$ cat src/rtl/cpu_pkg.sv
`default_nettype none
// +----------------------------------------------------------------------+
// | Module  : cpu_pkg                                                    |
// | Purpose : Constants and types shared by the ARM-subset pipeline.     |
// |           ADDR_W    - PC / instruction word-address width            |
// |           HALT_WORD - B #-1 (cond AL), the self-loop halt encoding   |
// |           NOP       - MOV r0,r0, used by decode-stage flushes        |
// | Rev     : 1.0  initial release                                       |
// +----------------------------------------------------------------------+
package cpu_pkg;

  localparam int          ADDR_W    = 32;
  localparam logic [31:0] HALT_WORD = 32'hEAFF_FFFF;
  localparam logic [31:0] NOP       = 32'hE1A0_0000;

  typedef enum logic [1:0] {
    BOOT = 2'd0,
    RUN  = 2'd1,
    HALT = 2'd2
  } fetch_state_t;

endpackage
`default_nettype wire

$ cat src/rtl/if_id_register.sv
`default_nettype none
// +----------------------------------------------------------------------+
// | Module  : if_id_register                                             |
// | Purpose : IF/ID pipeline register.                                   |
// |   clock, reset_n   : clock, async active-low reset                   |
// |   load             : capture in_instruction / in_pc_next, set valid  |
// |   hold             : keep every field unchanged                      |
// |   clear_valid      : drop valid only; data fields keep old value     |
// |   id_instruction, id_pc_next, id_valid : register outputs            |
// | Rev     : 1.0  initial release                                       |
// +----------------------------------------------------------------------+
module if_id_register
  import cpu_pkg::*;
(
  input  logic              clock,
  input  logic              reset_n,
  input  logic              load,
  input  logic              hold,
  input  logic              clear_valid,
  input  logic [31:0]       in_instruction,
  input  logic [ADDR_W-1:0] in_pc_next,
  output logic [31:0]       id_instruction,
  output logic [ADDR_W-1:0] id_pc_next,
  output logic              id_valid
);

  logic [31:0]       r_instruction;
  logic [ADDR_W-1:0] r_pc_next;
  logic              r_valid;

  // clear_valid wins over hold so a redirect can squash a frozen slot.
  always_ff @(posedge clock or negedge reset_n) begin
    if (!reset_n) begin
      r_instruction <= '0;
      r_pc_next     <= '0;
      r_valid       <= 1'b0;
    end else if (clear_valid) begin
      r_valid       <= 1'b0;
    end else if (hold) begin
      r_valid       <= r_valid;
    end else if (load) begin
      r_instruction <= in_instruction;
      r_pc_next     <= in_pc_next;
      r_valid       <= 1'b1;
    end
  end

  assign id_instruction = r_instruction;
  assign id_pc_next     = r_pc_next;
  assign id_valid       = r_valid;

endmodule
`default_nettype wire

$ cat src/rtl/fetch_stage.sv
`default_nettype none
// +----------------------------------------------------------------------+
// | Module  : fetch_stage                                                |
// | Purpose : Instruction fetch. Owns the PC, the BOOT/RUN/HALT FSM and  |
// |           the fetch counter; feeds the IF/ID register.               |
// |   clock, reset_n        : clock, async active-low reset              |
// |   freeze                : stall, holds PC and IF/ID                  |
// |   branch_taken/_target  : EX redirect (word address)                 |
// |   instr_address         : PC to combinational instruction memory     |
// |   instruction           : word returned in the same cycle            |
// |   id_instruction/_pc_next/_valid : IF/ID outputs                     |
// |   halted                : stage is in HALT                           |
// |   fetch_count           : valid IF/ID loads since reset (wraps)      |
// | Rev     : 1.0  initial release                                       |
// +----------------------------------------------------------------------+
module fetch_stage
  import cpu_pkg::*;
(
  input  logic              clock,
  input  logic              reset_n,
  input  logic              freeze,
  input  logic              branch_taken,
  input  logic [ADDR_W-1:0] branch_target,
  output logic [ADDR_W-1:0] instr_address,
  input  logic [31:0]       instruction,
  output logic [31:0]       id_instruction,
  output logic [ADDR_W-1:0] id_pc_next,
  output logic              id_valid,
  output logic              halted,
  output logic [31:0]       fetch_count
);

  localparam logic [1:0] ST_BOOT = BOOT;
  localparam logic [1:0] ST_RUN  = RUN;
  localparam logic [1:0] ST_HALT = HALT;

  localparam logic [ADDR_W-1:0] c_pc_one  = ADDR_W'(1);
  localparam logic [31:0]       c_cnt_one = 32'd1;

  logic [1:0]        r_state;
  logic [ADDR_W-1:0] r_pc;
  logic [31:0]       r_fetch_count;

  logic              w_in_boot;
  logic              w_in_run;
  logic              w_in_halt;
  logic              w_is_halt_word;
  logic              w_load;
  logic              w_clear_valid;
  logic              w_hold;
  logic [ADDR_W-1:0] w_pc_inc;

  assign w_in_boot      = (r_state == ST_BOOT);
  assign w_in_run       = (r_state == ST_RUN);
  assign w_in_halt      = (r_state == ST_HALT);
  assign w_is_halt_word = (instruction == HALT_WORD);
  assign w_pc_inc       = r_pc + c_pc_one;

  // Branch outranks freeze; both are ignored during BOOT.
  assign w_load        = w_in_run && !branch_taken && !freeze;
  assign w_clear_valid = !w_in_boot && (branch_taken || (w_in_halt && !freeze));
  assign w_hold        = freeze;

  always_ff @(posedge clock or negedge reset_n) begin
    if (!reset_n) begin
      r_state       <= ST_BOOT;
      r_pc          <= '0;
      r_fetch_count <= '0;
    end else if (w_in_boot) begin
      r_state       <= ST_RUN;
    end else if (branch_taken) begin
      // Also leaves HALT: the halt word was on a wrong path.
      r_pc          <= branch_target;
      r_state       <= ST_RUN;
    end else if (w_load) begin
      r_fetch_count <= r_fetch_count + c_cnt_one;
      if (w_is_halt_word) begin
        r_state     <= ST_HALT;
      end else begin
        r_pc        <= w_pc_inc;
      end
    end
  end

  if_id_register u_if_id (
    .clock          (clock),
    .reset_n        (reset_n),
    .load           (w_load),
    .hold           (w_hold),
    .clear_valid    (w_clear_valid),
    .in_instruction (instruction),
    .in_pc_next     (w_pc_inc),
    .id_instruction (id_instruction),
    .id_pc_next     (id_pc_next),
    .id_valid       (id_valid)
  );

  assign instr_address = r_pc;
  assign halted        = w_in_halt;
  assign fetch_count   = r_fetch_count;

endmodule
`default_nettype wire

$ cat config.mk
export PLATFORM = sky130hd
export DESIGN_NAME = fetch_stage
export DESIGN_NICKNAME = d
export VERILOG_FILES = /design/src/rtl/cpu_pkg.sv /design/src/rtl/if_id_register.sv /design/src/rtl/fetch_stage.sv
export SDC_FILE = /design/constraint.sdc
export NUM_CORES = 1
export LEC_CHECK = 0
export CAP_MARGIN = 20
export CORE_MARGIN = 2
export CORE_UTILIZATION = 52
export CTS_CLUSTER_DIAMETER = 80
export DETAILED_ROUTE_END_ITERATION = 8
export PLACE_DENSITY_LB_ADDON = 0.05
export SLEW_MARGIN = 20
export SYNTH_ARGS = -nofsm -noshare
export SYNTH_HDL_FRONTEND = slang
export SYNTH_HIERARCHICAL = 1
export SYNTH_SLANG_ARGS = --single-unit
$ cat constraint.sdc
create_clock -name clock -period 4.5 [get_ports clock]
set_input_delay 0.9 -clock clock [delete_from_list [all_inputs] [get_ports clock]]
set_output_delay 0.9 -clock clock [all_outputs]
set_load 0.02 [all_outputs]
==> flow_summary.ini <==
[critical_path]
worstSetupStartpointType = input pin
regToRegSetupSlack_ns = 1.80
worstPathMaxFanout = 17
crit_type = in -> reg
r2r_start = instr_address[3]
cp-end-kind = flip-flop
rr_worst_depth = 6
worstPathArrival_ns = 3.52
cp.required_ns = 4.83
regToRegEndpoint = u_if_id/id_pc_next[26]

[worst_hold_path]
min-delay-start = fetch_count[31]
hold_path_class = reg -> reg
hold_depth = 1
holdPathEnd = fetch_count[31]

[logic_synthesis]
yosysWarnings = 6
ys_types = 57
syn-instance-count = 569
synth_area_per_cell_sq_um = 11.8
synth_area_leader_cell = dfrtp_1
synth.area.top_cells = dfrtp_1 49%, mux2_4 13%, xnor2_1 4.8%
syn_nets = 639
synthFlopType = dfrtp_1
syn_area_sq_um = 6720
ys_seq_area_share_pct = 48.8
synth-edff-count = 0
ys_async_sr_fraction_pct = 100
synth_top_area_share_pct = 48.8
ys_ff_latch = 131

[routing]
drt_wl_total_mm = 16.9
drt-vias-per-instance = 5.61
ant_nets = 0
vias = 5283
drcViolationCount = 0
drtIter0Drc = 380
drt_first_pass_iters = 6
routedWlPerCell_um = 17.9

[die]
rows = 41
die_w_um = 118
die_h_um = 118
core_area_sq_um = 12600
die_area_sq_um = 13900
start_util_pct = 53.3
ioPinCount = 198

[grt]
grt_antenna_before_repair = 0
grt_pass1_vias = 5358
globalRouteTotalUtil_pct = 25.2
grt_overflow_total = 0
grt_start_max_net_pins = 115
grt_pass1_wl_mm = 27.8

[timing]
timing.final.hold_violations = 0
fmax_mhz = 314
fin_ws_ns = 1.32
maxSlewHeadroom_pct = 36.2
fin_crit_ns = 3.18
slew_violations = 0
rsz0062_at_grt = no
tns_ns = 0
setup_viol = 0
finalClockSkew_ns = 0.00417
worst_pin_slew_ns = 0.951
min_period_over_period_pct = 70.7

[clocking]
post_cts.repair.setup_buffers = 0
clk_pin_slew_ns = 0.05
clkSinkCount = 131
cts-root-buf = clkbuf_16
clk_path_buf_depth = 2
cts_buffers = 17
clkLatencyLatePin_ns = 0.42
cts_tree = built
htree_levels = 4
postCtsResizedCells = 0
cts_hold_buf = 0

[layout]
fill_cells = 941
areaGrowthSynthToFinish_pct = 38.4
drive_gt1_share_pct = 14.9
antennaDiodeCount = 0
fin_nets = 829
postLayoutCoreUtil_pct = 73.7

[run]
max_cap_viol_count = 0

[place]
pre_cts_ws_ns = 0.862
place_hpwl_mm = 11.7
place_congestion = 0.852
io_buffers = 197

[power]
power_density_nw_per_um2 = 448
vdd_drop_max_mv = 0.314
p_leak_nw = 3.92

[run_status]
status = finished, final reports clean
## cells by family after synthesis
group                      Yosys count  synth area share (%)
buffers and inverters               47                  4.37
muxes                               71                  15.1
AOI/OAI and AO/OA                   81                  8.91
adders and majority gates            2                 0.372
xor gates and xnor gates            61                  7.95
DFF                                131                  48.8
and+or+nand+nor                    176                  14.5
## worst max-delay path, stage by stage
cell and delay (ns):
clkdlybuf4s50_1 0.51, nand4_1 0.10, nor4_1 0.65, a21boi_2 0.41, nor2_2 0.44, buf_4 0.29, a2bb2oi_1 0.20
## through the flow
stage	power (mW)	cells	hold slack (ns)	instance area, sq um
global placement	2.87	912	0.454	8740
floorplan	2.25	569	0.522	6720
CTS	4.20	942	0.483	9300
global route	4.35	942	0.506	9300
finish	4.17	942	0.478	9300
detailed placement	2.89	912	0.472	8740
## registers in the layout (all words and copies together), names as in the netlist
register	flops
u_if_id/id_pc_next	32
fetch_count	32
r_state	2
instr_address	32
u_if_id/id_valid	1
u_if_id/id_instruction	32
## how the worst max path moves through the flow
stage	from	to	slack [ns]
after CTS	instruction[8]	instr_address[24]	1.30
final	instruction[8]	instr_address[24]	1.32
after global routing	instruction[12]	instr_address[23]	1.17
after detailed placement	instruction[8]	instr_address[24]	0.86
after floorplan	branch_taken	instr_address[14]	1.85
after global placement	instruction[15]	instr_address[0]	0.95
## power by group
| part | total (mW) | internal (mW) | switching, mW | leakage (nW) |
|---|---|---|---|---|
| Combinational | 1.27 | 0.700 | 0.574 | 2.01 |
| Sequential | 1.60 | 1.40 | 0.205 | 1.63 |
| Clock | 1.30 | 0.822 | 0.475 | 0.279 |
## layer usage
metal  part of all wire [%]  global-route usage [%]
met5                      0                       0
met1                     44                    33.6
met3                    7.3                    6.73
met4                    2.4                    10.6
met2                     47                    38.8
## cells in the final DEF (no fill, tap or decap), types with 15 or more instances in the layout
| cell type | instances |
|---|---|
| dfrtp_1 | 131 |
| nor2_1 | 25 |
| o22ai_1 | 16 |
| clkbuf_16 | 17 |
| xor2_1 | 24 |
| clkdlybuf4s50_1 | 195 |
| nand4_1 | 26 |
| nand3_1 | 27 |
| mux2_4 | 60 |
| and3_1 | 15 |
| nand2_1 | 26 |
| xnor2_1 | 37 |
| nor3_1 | 17 |
## layout make-up
type	instances	area (sq um)	share of cell area [%]
Sequential cell	131	3280	35.2
Multi-Input combinational cell	391	3170	34.1
Timing Repair Buffer	206	2040	21.9
Clock buffer	25	505	5.43
Tap cell	172	215	2.31
Clock inverter	5	50.0	0.538
Inverter	12	45.0	0.484
## synth_stat cells (11+ instances only)
cell type	number
a22oi_1	12
nand4_1	26
nor2_1	26
dfrtp_1	131
inv_1	11
o22ai_1	16
nor3_1	17
nand3_1	27
nand2_1	26
xor2_1	24
xnor2_1	37
mux2_4	60
and3_1	15
clkbuf_1	21
o2bb2ai_1	12
(Power assumes the default switching activity.)
